$ cat config.mk
export PLATFORM = sky130hd
export DESIGN_NAME = text_console_writer_flat
export DESIGN_NICKNAME = d
export VERILOG_FILES = /design/src/rtl/text_console_writer_if.sv /design/src/rtl/text_console_writer.sv /design/src/flat_wrapper.sv
export SDC_FILE = /design/constraint.sdc
export NUM_CORES = 1
export LEC_CHECK = 0
export BUFFER_PORTS_ARGS = -buffer_cell sky130_fd_sc_hd__buf_4
export CAP_MARGIN = 20
export CORE_MARGIN = 4
export CORE_UTILIZATION = 45
export DETAILED_ROUTE_END_ITERATION = 12
export SYNTH_ARGS = -nofsm -noshare
export SYNTH_HDL_FRONTEND = slang
export SYNTH_SLANG_ARGS = --single-unit
$ cat constraint.sdc
create_clock -name clk -period 3.39 [get_ports clk]
set_input_delay 0.5085 -clock clk [delete_from_list [all_inputs] [get_ports clk]]
set_output_delay 0.5085 -clock clk [all_outputs]
set_load 0.01 [all_outputs]
$ cat src/rtl/text_console_writer_if.sv
// text_console_writer_if: character input handshake, text memory port B and cursor/status signals.
interface text_console_writer_if #(
    parameter int ADDR_W = 15,
    parameter int COL_W  = 8,
    parameter int ROW_W  = 7
);
    logic              in_valid;
    logic              in_ready;
    logic [7:0]        in_char;
    logic [ADDR_W-1:0] mem_addr;
    logic [7:0]        mem_wdata;
    logic              mem_we;
    logic [7:0]        mem_rdata;
    logic [ROW_W-1:0]  cursor_row;
    logic [COL_W-1:0]  cursor_col;
    logic              busy;
    modport master (
        input  in_valid, in_char, mem_rdata,
        output in_ready, mem_addr, mem_wdata, mem_we, cursor_row, cursor_col, busy
    );
    modport slave (
        output in_valid, in_char, mem_rdata,
        input  in_ready, mem_addr, mem_wdata, mem_we, cursor_row, cursor_col, busy
    );
endinterface

$ cat src/rtl/text_console_writer.sv
// text_console_writer: turns a character stream into text memory writes, with cursor, control codes, scroll and clear.
module text_console_writer #(
    parameter int COLS   = 160,
    parameter int ROWS   = 128,
    parameter int ADDR_W = 15,
    parameter int COL_W  = 8,
    parameter int ROW_W  = 7
) (
    input  logic                  clk,
    input  logic                  reset,
    text_console_writer_if.master bus
);
    localparam logic [ADDR_W-1:0] COLS_A    = ADDR_W'(COLS);
    localparam logic [ADDR_W-1:0] LAST_BASE = ADDR_W'((ROWS - 1) * COLS);
    localparam logic [ADDR_W-1:0] COPY_END  = ADDR_W'((ROWS - 1) * COLS - 1);
    localparam logic [ADDR_W-1:0] A_END     = ADDR_W'(ROWS * COLS - 1);
    localparam logic [COL_W-1:0]  COL_MAX   = COL_W'(COLS - 1);
    localparam logic [ROW_W-1:0]  ROW_MAX   = ROW_W'(ROWS - 1);

    typedef enum logic [2:0] {S_IDLE, S_SCR_RD, S_SCR_WAIT, S_SCR_WR, S_SCR_CLR, S_CLEAR} state_t;

    state_t            r_state, w_state;
    logic [ADDR_W-1:0] r_cnt, w_cnt;
    logic [ROW_W-1:0]  r_row, w_row;
    logic [COL_W-1:0]  r_col, w_col;
    logic [ADDR_W-1:0] r_addr, w_addr;
    logic [ADDR_W-1:0] r_mem_addr, w_mem_addr;
    logic [7:0]        r_mem_wdata, w_mem_wdata;
    logic              r_mem_we, w_mem_we;
    logic              w_accept, w_last_col, w_last_row;
    logic [ADDR_W-1:0] w_line;

    assign w_accept   = bus.in_valid && (r_state == S_IDLE);
    assign w_last_col = (r_col == COL_MAX);
    assign w_last_row = (r_row == ROW_MAX);
    assign w_line     = r_addr - ADDR_W'(r_col);

    always_comb begin
        w_state     = r_state;
        w_cnt       = r_cnt;
        w_row       = r_row;
        w_col       = r_col;
        w_addr      = r_addr;
        w_mem_addr  = r_mem_addr;
        w_mem_wdata = r_mem_wdata;
        w_mem_we    = 1'b0;
        case (r_state)
            S_IDLE: begin
                if (w_accept) begin
                    if (bus.in_char >= 8'h20 && bus.in_char <= 8'h7E) begin
                        w_mem_addr  = r_addr;
                        w_mem_wdata = bus.in_char;
                        w_mem_we    = 1'b1;
                        w_col       = w_last_col ? '0 : r_col + 1'b1;
                        w_row       = (w_last_col && !w_last_row) ? r_row + 1'b1 : r_row;
                        w_addr      = (w_last_col && w_last_row) ? LAST_BASE : r_addr + 1'b1;
                        w_state     = (w_last_col && w_last_row) ? S_SCR_RD : S_IDLE;
                        w_cnt       = '0;
                    end else if (bus.in_char == 8'h0A) begin
                        w_col   = '0;
                        w_row   = w_last_row ? r_row : r_row + 1'b1;
                        w_addr  = w_last_row ? w_line : w_line + COLS_A;
                        w_state = w_last_row ? S_SCR_RD : S_IDLE;
                        w_cnt   = '0;
                    end else if (bus.in_char == 8'h0D) begin
                        w_col  = '0;
                        w_addr = w_line;
                    end else if (bus.in_char == 8'h08 && r_col != '0) begin
                        w_col       = r_col - 1'b1;
                        w_addr      = r_addr - 1'b1;
                        w_mem_addr  = r_addr - 1'b1;
                        w_mem_wdata = 8'h20;
                        w_mem_we    = 1'b1;
                    end else if (bus.in_char == 8'h0C) begin
                        w_state = S_CLEAR;
                        w_cnt   = '0;
                    end
                end
            end
            S_SCR_RD: begin
                w_mem_addr = r_cnt + COLS_A;
                w_state    = S_SCR_WAIT;
            end
            S_SCR_WAIT: w_state = S_SCR_WR;
            S_SCR_WR: begin
                // rdata is valid now, one cycle after the read address left the output register
                w_mem_addr  = r_cnt;
                w_mem_wdata = bus.mem_rdata;
                w_mem_we    = 1'b1;
                w_cnt       = r_cnt + 1'b1;
                w_state     = (r_cnt == COPY_END) ? S_SCR_CLR : S_SCR_RD;
            end
            S_SCR_CLR, S_CLEAR: begin
                w_mem_addr  = r_cnt;
                w_mem_wdata = 8'h20;
                w_mem_we    = 1'b1;
                w_cnt       = r_cnt + 1'b1;
                w_state     = (r_cnt == A_END) ? S_IDLE : r_state;
                if (r_state == S_CLEAR && r_cnt == A_END) begin
                    w_row  = '0;
                    w_col  = '0;
                    w_addr = '0;
                end
            end
            default: w_state = S_IDLE;
        endcase
    end

    always_ff @(posedge clk) begin
        if (reset) begin
            r_state     <= S_IDLE;
            r_cnt       <= '0;
            r_row       <= '0;
            r_col       <= '0;
            r_addr      <= '0;
            r_mem_addr  <= '0;
            r_mem_wdata <= '0;
            r_mem_we    <= 1'b0;
        end else begin
            r_state     <= w_state;
            r_cnt       <= w_cnt;
            r_row       <= w_row;
            r_col       <= w_col;
            r_addr      <= w_addr;
            r_mem_addr  <= w_mem_addr;
            r_mem_wdata <= w_mem_wdata;
            r_mem_we    <= w_mem_we;
        end
    end

    assign bus.in_ready   = (r_state == S_IDLE);
    assign bus.busy       = (r_state != S_IDLE);
    assign bus.mem_addr   = r_mem_addr;
    assign bus.mem_wdata  = r_mem_wdata;
    assign bus.mem_we     = r_mem_we;
    assign bus.cursor_row = r_row;
    assign bus.cursor_col = r_col;
endmodule

$ cat src/flat_wrapper.sv
// flat-port wrapper written by rule: the top's interface ports become plain ports
module text_console_writer_flat 
#(
    parameter int COLS   = 160,
    parameter int ROWS   = 128,
    parameter int ADDR_W = 15,
    parameter int COL_W  = 8,
    parameter int ROW_W  = 7
)
  (clk, reset, bus_in_valid, bus_in_char, bus_mem_rdata, bus_in_ready, bus_mem_addr, bus_mem_wdata, bus_mem_we, bus_cursor_row, bus_cursor_col, bus_busy);
  text_console_writer_if #(.ADDR_W(ADDR_W), .COL_W(COL_W), .ROW_W(ROW_W)) bus_i ();
  input  logic clk;
  input  logic reset;
  input wire logic [$bits(bus_i.in_valid)-1:0] bus_in_valid;
  input wire logic [$bits(bus_i.in_char)-1:0] bus_in_char;
  input wire logic [$bits(bus_i.mem_rdata)-1:0] bus_mem_rdata;
  output wire logic [$bits(bus_i.in_ready)-1:0] bus_in_ready;
  output wire logic [$bits(bus_i.mem_addr)-1:0] bus_mem_addr;
  output wire logic [$bits(bus_i.mem_wdata)-1:0] bus_mem_wdata;
  output wire logic [$bits(bus_i.mem_we)-1:0] bus_mem_we;
  output wire logic [$bits(bus_i.cursor_row)-1:0] bus_cursor_row;
  output wire logic [$bits(bus_i.cursor_col)-1:0] bus_cursor_col;
  output wire logic [$bits(bus_i.busy)-1:0] bus_busy;
  assign bus_i.in_valid = bus_in_valid;
  assign bus_i.in_char = bus_in_char;
  assign bus_i.mem_rdata = bus_mem_rdata;
  assign bus_in_ready = bus_i.in_ready;
  assign bus_mem_addr = bus_i.mem_addr;
  assign bus_mem_wdata = bus_i.mem_wdata;
  assign bus_mem_we = bus_i.mem_we;
  assign bus_cursor_row = bus_i.cursor_row;
  assign bus_cursor_col = bus_i.cursor_col;
  assign bus_busy = bus_i.busy;
  text_console_writer #(.COLS(COLS), .ROWS(ROWS), .ADDR_W(ADDR_W), .COL_W(COL_W), .ROW_W(ROW_W)) u_core (.clk(clk), .reset(reset), .bus(bus_i));
endmodule
# --- Yosys cells after proc, flatten, opt, wreduce, memory -nomap -nowiden ---
# Cells that the tools add are included.
word_totals:
  ff_bits: 72
  in_bits: 19
  out_inout_bits: 41
  elab_cells: 126
op_classes:
  addsub: 9
  n_lt_le_gt_ge: 2
  eq_ne: 26
  mux: 59
  reduce_logical: 22
op_table:
  columns: ["operator", "count"]
  rows:
  - ["$mux W15", 18]
  - ["$mux W8", 12]
  - ["$pmux W15 S2", 2]
  - ["$pmux W15 S3", 1]
  - ["$mux W7", 6]
  - ["$eq A8 B4 Y1 const B", 4]
  - ["$add A15 B1 Y15 const B", 2]
  - ["$add A15 B8 Y15 const B", 2]
  - ["$eq A15 B15 Y1 const B", 2]
  - ["$mux W3", 8]
  - ["$pmux W8 S3", 1]
  - ["$reduce_and A5 Y1", 4]
  - ["$pmux W8 S2", 1]
  - ["$pmux W3 S5", 1]
  - ["$sub A15 B1 Y15 const B", 1]
  - ["$sub A15 B8 Y15", 1]
  - ["$pmux W7 S2", 1]
  - ["$reduce_bool A3 Y1", 3]
  - ["$add A8 B1 Y8 const B", 1]
  - ["$eq A8 B8 Y1 const B", 1]
  - ["$ge A8 B6 Y1 const B", 1]
  - ["$le A8 B7 Y1 const B", 1]
  - ["$ne A4 B2 Y1 const B", 2]
  - ["$reduce_bool A8 Y1", 1]
  - ["22 further kinds", 41]

# --- Longest topological paths before layout ---
# Gate-level depths: netlist of run 1.
depth:
  depth_word: 8
  ltp_mapped: 14
  mapped_depth_nobuf: 14

# --- Worst setup path after synthesis of run 1 ---
# No wires, ideal clock.
synth_path:
  kind: "reg2reg"
  from: "reg u_core.r_col[2] (netlist: u_core.bus.cursor_col[2])"
  to: "reg u_core.r_addr[14]"
  setup_ns: 0.117
  arrival_time_ns: 2.888
  t_required_ns: 3.273
  setup_slack_ns: 0.385
  stages_incl_launch_ff: 13
  path_buffers: 1
  period_less_slack_ns: 3.005
  cell_sequence: "dfxtp_1 clkbuf_1 inv_1 ha_1 o211ai_1 a21oi_1 o21ai_0 a41oi_1 a31oi_1 nor4bb_1 xnor2_1 nand2_1 a22o_1"
synth_between:
  elab_chain_cells: 7
  elab_cells_between_ends: 15
  classes_between: "2 x add/sub; 2 x eq/ne; 7 x mux; 4 x reduce/logical"
synth_lines:
  columns: ["element", "line", "rtl"]
  rows:
  - ["start: declaration", "text_console_writer.sv:25", "logic [COL_W-1:0] r_col, w_col;"]
  - ["start signal: assignment", "text_console_writer.sv:123", "r_col <= w_col;"]
  - ["$sub A15 B8 Y15", "text_console_writer.sv:36", "assign w_line = r_addr - ADDR_W'(r_col);"]
  - ["$add A15 B8 Y15", "text_console_writer.sv:62", "w_addr = w_last_row ? w_line : w_line + COLS_A;"]
  - ["$mux W15", "text_console_writer.sv:62", null]
  - ["$mux W15", "text_console_writer.sv:59", "end else if (bus.in_char == 8'h0A) begin"]
  - ["$mux W15", "text_console_writer.sv:50", "if (bus.in_char >= 8'h20 && bus.in_char <= 8'h7E) begin"]
  - ["$mux W15", "text_console_writer.sv:49", "if (w_accept) begin"]
  - ["$pmux W15 S2", "text_console_writer.sv:47", "case (r_state)"]
  - ["end signal: assignment", "text_console_writer.sv:124", "r_addr <= w_addr;"]
  - ["end: declaration", "text_console_writer.sv:26", "logic [ADDR_W-1:0] r_addr, w_addr;"]
# Several ways; a longest one is shown, not always the timed one. The select of a mux whose other input is x is not followed.
# A chain may end at the register's enable or synchronous reset.

# --- Final worst setup path of run 1 ---
layout_path:
  from: "reg u_core.r_col[5] (netlist: u_core.bus.cursor_col[5])"
  to: "reg u_core.r_addr[14]"
# Same word-level chain as after synthesis.

==> impl_metrics.env, run 1 <==
export IMPL_worst_path_stages=11
export IMPL_dr_wl_met3_microns=1310
export IMPL_intPower_mw=3.16
export IMPL_seqPwrFrac_pct=20.0
export IMPL_slowest_delay_ps=480
export IMPL_power_leakage_nw=2.63
export IMPL_syn_area_sq_um=5610
export IMPL_synth_cells=769
export IMPL_finClkSkew_ps=7.23
export IMPL_wl_met1_microns=7910
export IMPL_fill_cells=1211
export IMPL_synth_nets=806
export IMPL_whs_ps=399
export IMPL_finish_utilization_pct=54.6
export IMPL_layout_min_cycle_time_ps=3190
export IMPL_drt_initial_drc_count=519
export IMPL_rsz0062_at_grt="yes"
export IMPL_h_tree_depth=3
export IMPL_async_flop_share_pct=0
export IMPL_r2r_start="u_core.bus.cursor_col[5]"
export IMPL_synth_distinct_cells=69
export IMPL_clk_pin_slew_ps=70
export IMPL_route_detailed_drc=0
export IMPL_synth_seq_cells=72
export IMPL_crit_buf_inv=1
export IMPL_min_from="bus_mem_rdata[7]"
export IMPL_multi_input_area_sq_um=3910
export IMPL_final_nets=853
export IMPL_cts_root_buf="clkbuf_16"
export IMPL_worstHoldPathType="in2reg"
export IMPL_finalInstanceArea_sq_um=6610
export IMPL_cp_cell_sequence="inv_1 -> ha_1 -> or3_1 -> a21oi_1 -> o21ba_2 -> nor4_1 -> o22ai_1 -> nor4bb_1 -> xnor2_1 -> nand2_1 -> a22o_1"
export IMPL_finalSetupViolCount=0
export IMPL_placed_area_sq_um=6300
export IMPL_clockBufferDepth=2
export IMPL_seqCellArea_sq_um=1440
export IMPL_wl_per_cell_microns=18.0
export IMPL_setup_ws_ps=198
export IMPL_synth_seq_area_share_pct=25.7
export IMPL_grt_pass1_wl_microns=28500
export IMPL_layout_drive_gt1_share_pct=15.5
export IMPL_yosys_area_top_type="dfxtp_1"
export IMPL_grt_pass1_vias=5601
export IMPL_fin_tns_setup_ps=0
export IMPL_fin_crit_sh_pct=94.2
export IMPL_clkPwrFrac_pct=17.1
export IMPL_fp_dieH_microns=120
export IMPL_reg2reg_depth=11
export IMPL_netlist_top_cells_area="dfxtp_1, nor2_1, xnor2_1, nand2_1, xor2_1"
export IMPL_slew_headroom_pct=43.1
export IMPL_grt_usage_pct=24.6
export IMPL_syn_area_per_cell_sq_um=7.30
export IMPL_cts_sinks=72
export IMPL_switching_share_pct=46.8
export IMPL_n_antenna_cell=0
export IMPL_place_congestion=0.942
export IMPL_cp_end_kind="flip-flop"
export IMPL_overflow=0
export IMPL_yosys_area_top_type_share_pct=25.7
export IMPL_cts_inserted_buffers=9
export IMPL_holdPathStages=3
export IMPL_die_area_sq_um=14300
export IMPL_top_level_ports=60
export IMPL_outcome="finished clean"
export IMPL_critPathKind="reg2reg"
export IMPL_worst_ep_required_time_ps=3630
export IMPL_slew_violations=0
export IMPL_place_ws_ps=184
export IMPL_hold_violations=0
export IMPL_vias=5960
export IMPL_synth_main_ff_cell="dfxtp_1"
export IMPL_num_rows=40
export IMPL_pwr_density_cell_nw_per_um2=899
export IMPL_start_util_pct=46.3
export IMPL_yosysWarnings=0
export IMPL_wl_met2_microns=7950
export IMPL_layout_common_cells="nor2_1, buf_4, nand2_1"
export IMPL_critical_path_arrival_ps=3430
export IMPL_area_growth_pct=17.8
export IMPL_antenna_found_initial=0
export IMPL_max_freq_mhz=313
export IMPL_irDropWorstVdd_uv=398
export IMPL_viasPerCell=6.03
export IMPL_max_slew_worst_pin_slew_ps=848
export IMPL_synth_edf_count=0
export IMPL_drt_wl_total_microns=17800
export IMPL_die_x_microns=120
export IMPL_detail_route_antenna_nets=0
export IMPL_dr_pass1_iters=6
export IMPL_startpoint_type="flip-flop"
export IMPL_place_hpwl_microns=13200
export IMPL_core_area_sq_um=12100
export IMPL_port_buffers=59
export IMPL_power_switching_mw=2.78
export IMPL_worst_path_max_fanout=9
export IMPL_layout_commonest_cell="nor2_1"
export IMPL_comb_power_share_pct=63.0
export IMPL_worstSetupStartpoint="u_core.bus.cursor_col[5]"
export IMPL_cp_top_family="simple AND/OR/NAND/NOR gates"
export IMPL_cts_tree="built"
export IMPL_clock_latency_ps=350
export IMPL_grt_max_degree=49
export IMPL_drv_cap=0
export IMPL_topRoutingLayerUsed="met4"
export IMPL_worst_path_max_delay_cell="dfxtp_1"
## state kept, by name, indices dropped and copies added, names as in the netlist
| name | cells |
|---|---|
| u_core.bus.mem_addr | 15 |
| u_core.r_addr | 15 |
| u_core.r_cnt | 15 |
| u_core.bus.cursor_col | 8 |
| u_core.bus.mem_wdata | 8 |
| u_core.bus.cursor_row | 7 |
| u_core.r_state | 3 |
| u_core.bus.mem_we | 1 |
## per-stage QoR
stage,std cells,total power [mW]
after floorplan,769,3.86
after global placement,973,4.87
after detailed placement,973,4.89
after CTS,989,5.93
after global routing,989,6.41
final,989,5.94
## final timing paths
kind	endpoint	slack [ps]
max	u_core.r_addr[14]	200
min	u_core.bus.mem_wdata[7]	400
max reg2reg	u_core.r_addr[14]	200
min reg2reg	u_core.bus.mem_wdata[3]	500
## area by class of cell
class | count | area share (%)
clock buffer | 9 | 3.41
multi-input combinational | 624 | 59.1
inverter | 19 | 1.08
timing repair buffer | 90 | 10.2
sequential | 72 | 21.8
tap | 168 | 3.18
clock inverter | 7 | 1.25
## power by group through the flow
stage	clock network [mW]	registers [mW]	logic (mW)
finish	1.01	1.19	3.74
global route	1.07	1.21	4.13
CTS	1.03	1.19	3.71
detailed placement	0	1.20	3.69
global placement	0	1.19	3.67
floorplan	0	1.20	2.66
## repair_timing
| item | in CTS | in global routing |
|---|---|---|
| hold buffers | 0 | 0 |
| setup endpoints to repair | 0 | 2 |
| gates resized for setup | 0 | 2 |
| setup buffers | 0 | 0 |
## cell families (layout without fill, tap and decap cells)
family	Yosys count	after routing	synth area share, %
buffers and inverters	73	125	4.99
AOI/OAI and AO/OA	211	211	25.8
and+or+nand+nor	320	320	27.4
DFF	72	72	25.7
xor gates and xnor gates	65	65	10.1
muxes	10	10	1.78
adders and majority gates	18	18	4.15
## worst reg2reg max path: stages (launching register included)
cell and delay, ps:
dfxtp_1 480, inv_1 120, ha_1 410, or3_1 400, a21oi_1 220, o21ba_2 240
nor4_1 280, o22ai_1 170, nor4bb_1 360, xnor2_1 160, nand2_1 60, a22o_1 190
## routing by layer
layer / track usage [%] / vias to the layer above
li1: - / 2884
met1: 32.7 / 2739
met2: 38.7 / 285
met3: 4.15 / 52
met4: 12.1 / 0
met5: 0 / -
## cells in the mapped netlist (all sizes together), types with 6 or more instances
cell and instances:
or3 8, inv 19, a21oi 43, nor2 117
and2 10, nor4 8, a221oi 8, clkbuf 43
and4 6, and3 8, buf 11, a211oi 17
o21ai 47, xnor2 36, a311oi 10, nand3 25
nand2b 7, a21o 7, o22ai 8, nor3 21
xor2 29, a22oi 14, a31oi 7, ha 17
o211ai 7, nand4 12, mux2i 10, nand2 77
dfxtp 72
(Power assumes the default switching activity.)
==> run 2: changes to the inputs <==
==> constraint.sdc (replaced) <==
create_clock -name clk -period 3.3 [get_ports clk]
set_input_delay 0.495 -clock clk [delete_from_list [all_inputs] [get_ports clk]]
set_output_delay 0.495 -clock clk [all_outputs]
set_load 0.01 [all_outputs]
==> run 2 against run 1 <==
Against the previous run: cell count rose by 0.61%; combinational power increased by 5.6%; die area unchanged; global-route usage is 0.12 points higher; first-iteration DRC count shrank 7.1%.
==> impl_metrics.env, run 2 (synthesis gave the netlist of run 1 again) <==
export IMPL_drv_cap=0
export IMPL_max_freq_mhz=318
export IMPL_whs_ps=401
export IMPL_layout_common_cells="nor2_1, buf_4, nand2_1"
export IMPL_stdcell_count=995
export IMPL_clkPwrFrac_pct=17.6
export IMPL_port_buffers=59
export IMPL_setup_ws_ps=152
export IMPL_hold_violations=0
export IMPL_seqPwrFrac_pct=19.5
export IMPL_slew_violations=0
export IMPL_power_switching_mw=2.88
export IMPL_final_nets=859
export IMPL_placed_area_sq_um=6340
export IMPL_startpoint_type="flip-flop"
export IMPL_grt_max_degree=48
export IMPL_cts_inserted_buffers=9
export IMPL_placed_cells=978
export IMPL_slew_headroom_pct=32.6
export IMPL_place_hpwl_microns=13100
export IMPL_grt_pass1_wl_microns=28700
export IMPL_die_x_microns=120
export IMPL_drt_wl_total_microns=17800
export IMPL_worst_ep_required_time_ps=3540
export IMPL_overflow=0
export IMPL_power_leakage_nw=2.67
export IMPL_grt_usage_pct=24.7
export IMPL_num_rows=40
export IMPL_holdPathStages=3
export IMPL_intPower_mw=3.40
export IMPL_pwr_density_cell_nw_per_um2=940
export IMPL_irDropWorstVdd_uv=470
export IMPL_area_growth_pct=19.1
export IMPL_fill_cells=1191
export IMPL_clock_latency_ps=350
export IMPL_n_antenna_cell=0
export IMPL_drt_initial_drc_count=482
export IMPL_cts_tree="built"
export IMPL_wl_per_cell_microns=17.9
export IMPL_viasPerCell=5.94
export IMPL_place_congestion=0.932
export IMPL_cts_root_buf="clkbuf_16"
export IMPL_finalSetupViolCount=0
export IMPL_place_ws_ps=73.3
export IMPL_reg2reg_depth=10
export IMPL_cts_sinks=72
export IMPL_start_util_pct=46.3
export IMPL_antenna_found_initial=0
export IMPL_switching_share_pct=45.9
export IMPL_worstHoldPathType="in2reg"
export IMPL_comb_power_share_pct=62.8
export IMPL_layout_commonest_cell="nor2_1"
export IMPL_layout_drive_gt1_share_pct=16.3
export IMPL_max_slew_worst_pin_slew_ps=1000
export IMPL_route_detailed_drc=0
export IMPL_critical_path_arrival_ps=3390
export IMPL_cp_end_kind="flip-flop"
export IMPL_finClkSkew_ps=10.5
export IMPL_vias=5908
export IMPL_ctsHoldBuffers=0
export IMPL_layout_min_cycle_time_ps=3150
export IMPL_h_tree_depth=3
export IMPL_critPathKind="reg2reg"
export IMPL_die_area_sq_um=14300
export IMPL_worst_path_max_fanout=7
export IMPL_clk_pin_slew_ps=70
export IMPL_fp_dieH_microns=120
export IMPL_detail_route_antenna_nets=0
export IMPL_clockBufferDepth=2
export IMPL_dr_pass1_iters=5
export IMPL_fin_crit_sh_pct=95.4
export IMPL_grt_pass1_vias=5517
export IMPL_core_area_sq_um=12100
export IMPL_outcome="finished clean"
export IMPL_finalInstanceArea_sq_um=6690
export IMPL_top_level_ports=60
==> run 2: changes by cell type in the layout (fill, tap and decap cells not counted), sizes merged <==
cell / change
clkinv: +2
bufinv: +1
buf: +6
inv: -1
clkinvlp: -2
==> run 2: critical path, cell delays in order, from the launching register on <==
cell       delay (ps)
dfxtp_1           400
inv_1             130
ha_1              410
a2111oi_0         560
a21oi_1           300
nor4_2            360
o22ai_1           160
nor4bb_2          320
xnor2_1           150
nand2_1            70
a22o_1            190
==> run 2: area by class of cell <==
class | count | area (sq um) | area share, %
Multi-Input combinational cell | 624 | 3910 | 58.5
Sequential cell | 72 | 1440 | 21.6
Timing Repair Buffer | 96 | 721 | 10.8
Clock buffer | 9 | 225 | 3.37
Tap cell | 168 | 210 | 3.14
Clock inverter | 7 | 103 | 1.53
Inverter | 19 | 71.3 | 1.07
==> run 2: power by group through the flow <==
stage               logic, mW  clock network [mW]  registers (mW)
CTS                      3.86                1.13            1.23
finish                   3.95                1.11            1.23
global placement         3.81                   0            1.24
global route             4.32                1.17            1.26
floorplan                2.73                   0            1.23
detailed placement       3.84                   0            1.25
==> run 2: worst paths after layout <==
check	slack (ps)	from	endpoint
hold / removal	400	bus_mem_rdata[7]	u_core.bus.mem_wdata[7]
setup reg to reg	150	u_core.bus.cursor_col[4]	u_core.r_addr[14]
hold reg to reg	500	u_core.bus.mem_wdata[5]	u_core.bus.mem_wdata[5]
setup / recovery	150	u_core.bus.cursor_col[4]	u_core.r_addr[14]
==> run 2: per-stage QoR <==
| stage | TNS (ps) | power (mW) | util, % |
|---|---|---|---|
| final | 0 | 6.28 | 55.2 |
| after global routing | -5.99 | 6.75 | 55.2 |
| after CTS | 0 | 6.22 | 55.0 |
| after detailed placement | 0 | 5.09 | 52.3 |
| after global placement | 0 | 5.05 | 52.3 |
| after floorplan | 0 | 3.96 | - |
==> run 2: what timing repair did <==
action | in CTS | in global routing
resized for setup | 0 | 3
setup endpoints to repair | 0 | 1
buffers inserted | 0 | 1
==> run 2: metal layers <==
metal / wire length (microns) / share of wire (%) / vias up / track usage, %
li1: - / - / 2895 / -
met1: 8280 / 46 / 2754 / 33.9
met2: 7990 / 45 / 222 / 39.9
met3: 1120 / 6.3 / 37 / 3.49
met4: 459 / 2.6 / 0 / 8.45
met5: 0 / 0 / - / 0
==> run 3: changes to the inputs <==
--- a/config.mk
+++ b/config.mk
@@ -5,6 +5,7 @@
 export SDC_FILE = /design/constraint.sdc
 export NUM_CORES = 1
 export LEC_CHECK = 0
+export ABC_AREA = 1
 export BUFFER_PORTS_ARGS = -buffer_cell sky130_fd_sc_hd__buf_4
 export CAP_MARGIN = 20
 export CORE_MARGIN = 4
==> run 3 against run 2 <==
Against the previous run: register-to-register slack gained 310 ps; die area is 3.0% higher; cell count up 15%; via count grew 5.3%.
==> impl_metrics.env, run 3 <==
export IMPL_outcome="finished clean"
export IMPL_drt_wl_total_microns=18300
export IMPL_antenna_found_initial=0
export IMPL_hold_violations=0
export IMPL_fin_crit_sh_pct=85.9
export IMPL_min_from="bus_mem_rdata[7]"
export IMPL_r2r_start="u_core.r_addr[0]"
export IMPL_setup_ws_ps=466
export IMPL_synth_edf_count=0
export IMPL_core_area_sq_um=12600
export IMPL_cts_tree="built"
export IMPL_grt_usage_pct=25.4
export IMPL_wl_per_cell_microns=15.9
export IMPL_syn_area_per_cell_sq_um=6.26
export IMPL_overflow=0
export IMPL_cts_sinks=72
export IMPL_port_buffers=59
export IMPL_critical_path_arrival_ps=3060
export IMPL_layout_common_cells="nand2_1, inv_1, a21oi_1"
export IMPL_finClkSkew_ps=12.1
export IMPL_die_x_microns=121
export IMPL_grt_pass1_vias=5886
export IMPL_grt_pass1_wl_microns=29500
export IMPL_yosysMostFrequentCell="nand2_1"
export IMPL_h_tree_depth=3
export IMPL_finalSetupViolCount=0
export IMPL_max_slew_worst_pin_slew_ps=758
export IMPL_start_util_pct=45.9
export IMPL_startpoint_type="flip-flop"
export IMPL_viasPerCell=5.41
export IMPL_synth_seq_cells=72
export IMPL_clk_pin_slew_ps=70
export IMPL_n_antenna_cell=0
export IMPL_fill_cells=1362
export IMPL_stdcell_count=1149
export IMPL_drv_cap=0
export IMPL_critPathKind="reg2reg"
export IMPL_fin_tns_setup_ps=0
export IMPL_cts_inserted_buffers=9
export IMPL_max_freq_mhz=353
export IMPL_vias=6221
export IMPL_cp_end_kind="flip-flop"
export IMPL_synth_main_ff_cell="dfxtp_1"
export IMPL_synth_cells=926
export IMPL_place_congestion=0.933
export IMPL_grt_max_degree=31
export IMPL_cts_resized_gates=0
export IMPL_worstHoldPathType="in2reg"
export IMPL_async_flop_share_pct=0
export IMPL_drt_initial_drc_count=429
export IMPL_dr_pass1_iters=5
export IMPL_final_nets=1009
export IMPL_yosys_area_top_type_share_pct=24.9
export IMPL_syn_area_sq_um=5790
export IMPL_ctsHoldBuffers=0
export IMPL_worstSetupStartpoint="u_core.r_addr[0]"
export IMPL_worst_ep_required_time_ps=3530
export IMPL_cts_root_buf="clkbuf_16"
export IMPL_layout_min_cycle_time_ps=2830
export IMPL_top_level_ports=60
export IMPL_worst_path_max_fanout=5
export IMPL_post_cts_buffers=0
export IMPL_layout_drive_gt1_share_pct=15.3
export IMPL_slew_violations=0
export IMPL_die_area_sq_um=14800
export IMPL_place_ws_ps=466
export IMPL_synth_distinct_cells=54
export IMPL_clockBufferDepth=2
export IMPL_rsz0062_at_grt="no"
export IMPL_placed_cells=1133
export IMPL_synth_nets=963
export IMPL_yosys_area_top_type="dfxtp_1"
export IMPL_synth_common_cells="nand2_1, inv_1, a21oi_1"
export IMPL_slew_headroom_pct=49.4
export IMPL_detail_route_antenna_nets=0
export IMPL_fp_dieH_microns=121
export IMPL_synth_seq_area_share_pct=24.9
export IMPL_netlist_top_cells_area="dfxtp_1, nand2_1, a21oi_1, nand3_1, inv_1"
export IMPL_clock_latency_ps=350
export IMPL_area_growth_pct=15.4
export IMPL_num_rows=41
export IMPL_layout_commonest_cell="nand2_1"
export IMPL_place_hpwl_microns=13800
export IMPL_route_detailed_drc=0
export IMPL_yosysWarnings=0
[run 3: logic make-up (layout without fill, tap and decap cells)]
group / Yosys count / in the layout / synth area share, %
flops: 72 / 72 / 24.9
fa+ha+maj: 18 / 18 / 4.02
xor+xnor: 42 / 42 / 6.35
simple gates: 446 / 446 / 35.3
compound gates: 202 / 202 / 19.5
buf+inv: 146 / 197 / 9.93
[run 3: final cells by class]
class / count / area, sq um / share of cell area [%]
timing repair buffer: 66 / 495 / 7.41
clock buffer: 10 / 229 / 3.43
sequential: 72 / 1440 / 21.6
multi-input combinational: 708 / 3780 / 56.5
clock inverter: 6 / 90.1 / 1.35
tap: 172 / 215 / 3.22
inverter: 115 / 435 / 6.51
[run 3: critical path: stages (launching register included)]
cell and delay [ps]:
dfxtp_1 400, inv_2 90, ha_1 210, fa_1 400, inv_1 120, nand2_1 60, nand2_1 80, nand3_1 90
nand2_1 70, nand2_1 40, nand2_1 110, ha_1 180, inv_1 50, nand3_1 140, nand3_1 110, nor2_2 160
nand2_1 70, nand2_1 60, nand3_1 60, nand2_1 70, nand2_1 50, nand2_1 50, a21oi_1 50
[run 3: path summary, 6_finish.rpt]
| kind | end | slack (ps) | depth (start not counted) |
|---|---|---|---|
| max reg2reg | u_core.r_addr[13] | 470 | 22 |
| max | u_core.r_addr[13] | 470 | 22 |
| min | u_core.bus.mem_wdata[7] | 410 | 3 |
| min reg2reg | u_core.bus.mem_wdata[7] | 470 | 2 |
[run 3: layer usage]
metal	up-vias	share of wire, %	wire length, microns	global-route usage [%]
met4	0	2.8	503	10.0
met5	-	0	0	0
li1	3175	-	-	-
met2	171	46	8360	40.9
met3	39	5.3	960	4.94
met1	2836	46	8440	33.4
[run 3: per-stage QoR]
| step | instance area [sq um] | utilization [%] | hold slack [ps] |
|---|---|---|---|
| finish | 6680 | 53.0 | 412 |
| global route | 6680 | 53.0 | 420 |
| CTS | 6680 | 53.0 | 401 |
| detailed placement | 6360 | 50.4 | 465 |
| global placement | 6360 | 50.4 | 462 |
| floorplan | 5790 | - | 456 |
Power of run 3 is left out: the tool's default activity adds up to more than one toggle a clock period on the data nets, which glitch-free logic cannot reach.
